$ cat config.mk
export PLATFORM = sky130hd
export DESIGN_NAME = mult_control
export DESIGN_NICKNAME = d
export VERILOG_FILES = /design/src/rtl/mult_control.sv
export SDC_FILE = /design/constraint.sdc
export NUM_CORES = 1
export LEC_CHECK = 0
export ABC_AREA = 1
export CAP_MARGIN = 30
export CORE_AREA = 2 2 39 41
export CTS_CLUSTER_SIZE = 24
export DETAILED_ROUTE_END_ITERATION = 8
export DIE_AREA = 0 0 41 43
export PLACE_DENSITY = 0.69
export SLEW_MARGIN = 20
export SYNTH_ARGS = -nofsm -noshare
export SYNTH_HDL_FRONTEND = slang
export SYNTH_SLANG_ARGS = --single-unit
$ cat constraint.sdc
create_clock -name Clk -period 1.85 [get_ports Clk]
set_clock_uncertainty 0.1 [all_clocks]
set_input_delay 0.37 -clock Clk [delete_from_list [all_inputs] [get_ports Clk]]
set_output_delay 0.37 -clock Clk [all_outputs]
set_load 0.1 [all_outputs]
$ cat src/rtl/mult_control.sv
// Sequencing FSM for the shift-and-add multiplier: drives Load/Ad/Sh into the
// accumulator from St and the fed-back multiplier LSB, with a Done/St handshake.
module mult_control #(
   parameter int N  = 4,
   parameter int CW = 3
) (
   input  logic Clk,
   input  logic Rst,
   input  logic St,
   input  logic M,
   output logic Load,
   output logic Ad,
   output logic Sh,
   output logic Done,
   output logic Busy
);

   typedef enum logic [2:0] {
      IDLE,
      LOAD,
      TEST,
      ADD,
      SHIFT,
      DONE
   } state_t;

   state_t        r_state;
   logic [CW-1:0] r_cnt;

   // Outputs are registered alongside the state: each branch loads the
   // output pattern belonging to the state being entered.
   always_ff @(posedge Clk or posedge Rst) begin
      if (Rst) begin
         r_state <= IDLE;
         r_cnt   <= '0;
         Load    <= 1'b0;
         Ad      <= 1'b0;
         Sh      <= 1'b0;
         Done    <= 1'b0;
         Busy    <= 1'b0;
      end else begin
         case (r_state)
            IDLE: begin
               if (St) begin
                  r_state <= LOAD;
                  Load    <= 1'b1;
                  Busy    <= 1'b1;
               end
            end
            LOAD: begin
               r_state <= TEST;
               r_cnt   <= '0;
               Load    <= 1'b0;
            end
            TEST: begin
               if (M) begin
                  r_state <= ADD;
                  Ad      <= 1'b1;
               end else begin
                  r_state <= SHIFT;
                  Sh      <= 1'b1;
               end
            end
            ADD: begin
               r_state <= SHIFT;
               Ad      <= 1'b0;
               Sh      <= 1'b1;
            end
            SHIFT: begin
               Sh    <= 1'b0;
               r_cnt <= r_cnt + 1'b1;
               if (r_cnt == CW'(N - 1)) begin
                  r_state <= DONE;
                  Done    <= 1'b1;
                  Busy    <= 1'b0;
               end else begin
                  r_state <= TEST;
               end
            end
            DONE: begin
               if (!St) begin
                  r_state <= IDLE;
                  Done    <= 1'b0;
               end
            end
            default: begin
               r_state <= IDLE;
               Load    <= 1'b0;
               Ad      <= 1'b0;
               Sh      <= 1'b0;
               Done    <= 1'b0;
               Busy    <= 1'b0;
            end
         endcase
      end
   end

endmodule

### After elaboration in Yosys (flattened, before gate mapping)

Index checks and enable logic that the tools add are counted.

* add/sub/neg operators: 1
* equality and inequality tests: 11
* mux-type cells: 17
* bitwise logic cells: 5
* reduce and logical (&&, ||, !) cells: 13

Operator list (count)
* $pmux W3 S6: 1
* $reduce_or A4 Y1: 4
* $mux W3: 4
* $ne A2 B2 Y1 const B: 5
* $eq A3 B2 Y1 const B: 3
* $pmux W1 S3: 3
* $reduce_and A2 Y1: 4
* $eq A3 B3 Y1 const B: 2
* $mux W1: 6
* $pmux W3 S2: 1
* $reduce_and A3 Y1: 2
* $not A1 Y1: 5
* $pmux W1 S2: 2
* $add A3 B1 Y3 const B: 1
* $eq A3 B1 Y1 const B: 1
* $logic_not A3 Y1: 1
* $reduce_or A3 Y1: 1
* $reduce_bool A2 Y1: 1

* register bits after elaboration: 11
* input port bits: 4
* output and inout port bits: 5
* logic and storage cells: 54

### Logic depth before layout (Yosys ltp)

* depth after elaboration: 4
* depth in mapped cells: 8
* depth with buffers taken out: 7

### Worst setup path before layout

OpenSTA, ideal clock, no wires.

* path type: register -> output
* from: register Busy
* to: output port Busy
* arrival time: 898 ps
* required time: 1380 ps
* path slack: 482 ps
* cell stages (with the launch flop): 1
* path buffers: 0
* cell sequence: dfrtp_1

RTL lines
* start: declaration: line 15 `output logic Busy`
* start signal: assignment: line 40 `Busy <= 1'b0;`
* start signal: assignment: line 47 `Busy <= 1'b1;`
* start signal: assignment: line 75 `Busy <= 1'b0;`

No word-level cell between the ends.

### Worst setup path after layout

* from: register r_cnt[0]
* to: register Busy

* cells in the longest elaborated chain, start to end: 3

Ends and longest elaborated chain
* start: declaration: line 28 `logic [CW-1:0] r_cnt;`
* start signal: assignment: line 71 `r_cnt <= r_cnt + 1'b1;`
* $eq A3 B2 Y1: line 72 `if (r_cnt == CW'(N - 1)) begin`
* $ne A2 B2 Y1 (no line)
* $reduce_and A3 Y1 (no line)
* end signal: assignment: line 47
* end signal: assignment: line 75
* end signal: assignment: line 92 `Busy <= 1'b0;`

No other way between the ends.
A chain may end at the register's enable or synchronous reset.

==> run_results.csv <==
group,metric,value,unit
outcome,outcome,"completed",
timing,setup_viol,0,
logic_synthesis,postSynthNetCount,75,
critical_path,critPathSlowestCell,"sky130_fd_sc_hd__dfrtp_1",
clocking,root_buffer,"sky130_fd_sc_hd__clkbuf_4",
timing,finalMaxSlewViolations,0,
critical_path,path_buf_inv,1,
place,detailed_place_hpwl,771,um
clocking,clock_tree_from_tritoncts,"built",
clocking,cts.sinks,11,
timing,hold_viol,0,
route,route.antenna.remaining_nets,0,
floorplan,floorplan.initialDensity,40.4,%
clocking,cts_buffer_depth,2,
finish,area_growth,30.2,%
place,port_buffers,8,
clocking,clock_tree.htree_level_count,1,
finish,final_std_cell_area_no_fill,728,sq um
logic_synthesis,ys_seq_elements,11,
route,met2_wirelength,507,um
finish,nets,87,
place,placement.cell_area,702,sq um
flow_run,timing.max_cap.violations,0,
floorplan,die_area,1760,sq um
finish,post_route_cells_drive_above_1_share,18.8,%
logic_synthesis,post_synth_inst_count,69,
global_routing,antenna_violations_before_repair,0,
route,drt_first_iter_violations,10,
logic_synthesis,post_synth_num_cell_types,13,
timing,worst_slew_margin,72.1,%
route,maxUsedRoutingLayer,"met4",
critical_path,timing.setup.critical_path_class,"reg -> reg",
timing,post-route-period-util,74.2,%
floorplan,coreArea,1380,sq um
critical_path,critPathArrivalTime,1.49,ns
global_routing,first_pass_grt_wire_length,1900,um
route,finalWirelength,1050,um
critical_path,wp_data_required,1.96,ns
global_routing,grt_util_all_layers,16.9,%
clocking,postCtsResizedCells,0,
route,route.met3.wl,67,um
route,met1Wirelength,437,um
floorplan,die_width,41,um
logic_synthesis,post_synthesis_average_cell_area,8.11,sq um
critical_path,critical_path.startpoint_type,"register",
clocking,cts_inserted_buffers,3,
critical_path,critPathCaptureType,"register",
route,drt_first_pass_iters,4,
global_routing,grt_max_degree,12,
timing,setup_ws,0.478,ns
finish,commonest_non_fill_non_tap_cells_in_the_layout,"sky130_fd_sc_hd__nand2_1, sky130_fd_sc_hd__nand3_1, sky130_fd_sc_hd__dfrtp_1",
route,remaining_drc_errors,0,
floorplan,die_h,43,um
place,place.gp.congestion,0.778,
hold_path,min_path_type,"in -> async",
timing,period_needed,1.37,ns
clocking,clkSlewWorstSetupHoldPaths,0.07,ns
critical_path,cp_max_fo,3,
finish,most_common_cell_after_layout_fill_and_taps_aside,"sky130_fd_sc_hd__nand2_1",
global_routing,overflow,0,
clocking,clk_latency,0.27,ns
logic_synthesis,mappedNetlistArea,559,sq um
route,wl_per_cell,10.9,um
logic_synthesis,synth_warnings,0,
timing,max_clock_freq,729,MHz
floorplan,io-pin-count,9,
route,drt-vias-per-instance,4.95,
finish,antenna-diode-count,0,
floorplan,floorplan.rows,14,
critical_path,timing.critical_path.max_delay_family,"adder cells",
clocking,post_cts_hold_buffer_count,0,
timing,setup_repair_after_global_routing_missed_its_margin,"false",
place,worst_setup_slack_after_placement,0.358,ns
route,vias,475,
timing,tightestPinTransition,0.418,ns
global_routing,grt_pass1_vias,467,
timing,final_layout_setup_total_negative_slack,0,ns
clocking,post_cts.repair.setup_buffers,0,
critical_path,critical_path.max_stage_delay,0.41,ns
critical_path,crit_chain,"ha_1 -> ha_1 -> inv_1 -> nand3_1 -> nand3_1 -> nand2_1 -> nand2_1",
logic_synthesis,synth_seq_area_share,49.2,%
-- layer usage --
metal  track usage [%]  vias up
met3              5.24        4
met2              22.2       14
met4              15.3        0
li1                  -      240
met5                 0        -
met1              20.9      217
-- synth_stat cells --
master | count | share of area (%)
sky130_fd_sc_hd__nor2_2 | 1 | 1.1
sky130_fd_sc_hd__buf_4 | 1 | 1.3
sky130_fd_sc_hd__nand2_2 | 2 | 2.2
sky130_fd_sc_hd__ha_1 | 2 | 4.5
sky130_fd_sc_hd__nor2_4 | 2 | 4.0
sky130_fd_sc_hd__dfrtp_1 | 11 | 49
sky130_fd_sc_hd__inv_2 | 2 | 1.3
sky130_fd_sc_hd__a21oi_1 | 1 | 0.89
sky130_fd_sc_hd__nand3_1 | 15 | 13
sky130_fd_sc_hd__inv_1 | 8 | 5.4
sky130_fd_sc_hd__o21ai_1 | 2 | 1.8
sky130_fd_sc_hd__nand2_1 | 18 | 12
sky130_fd_sc_hd__nor2_1 | 4 | 2.7
-- sequential cells by signal, summed over array words and instances (netlist names) --
| name | cells |
|---|---|
| Sh | 1 |
| Load | 1 |
| Busy | 1 |
| Ad | 1 |
| r_cnt | 3 |
| r_state | 3 |
| Done | 1 |
-- area by class of cell --
cell class / instances / area [sq um]
flip-flops and latches: 11 / 275
fillers: 129 / 656
multi-input cells: 47 / 239
repair buffers: 8 / 130
clock buffers: 4 / 26.3
inverters: 10 / 37.5
well taps: 16 / 20.0
-- final timing paths --
| path | start | endpoint | slack (ns) | depth (start not counted) |
|---|---|---|---|---|
| min reg2reg | r_cnt[0] | r_cnt[0] | 0.42 | 1 |
| max in group asynchronous | Rst | r_cnt[2] | 1.07 | 2 |
| max reg2reg | r_cnt[0] | Busy | 0.48 | 7 |
| min | Rst | Ad | 0.29 | 2 |
| max | r_cnt[0] | Busy | 0.48 | 7 |
| min in group Clk | r_cnt[0] | r_cnt[0] | 0.42 | 1 |
-- through the flow --
stage / util, % / cells / hold WS, ns
after global placement: 50.7 / 92 / 0.374
after detailed placement: 50.7 / 92 / 0.389
after global routing: 52.6 / 96 / 0.334
after floorplan: - / 69 / 0.122
final: 52.6 / 96 / 0.291
after CTS: 52.6 / 96 / 0.302
-- logic make-up after synthesis --
| kind of cell | Yosys count | share of synthesized area (%) |
|---|---|---|
| fa+ha+maj | 2 | 4.47 |
| compound gates | 3 | 2.68 |
| flops | 11 | 49.2 |
| simple gates | 42 | 35.6 |
| buf+inv | 11 | 8.05 |
Power is not shown: default switching activity piles up to over one toggle a cycle in this logic, so the estimate is an artifact.
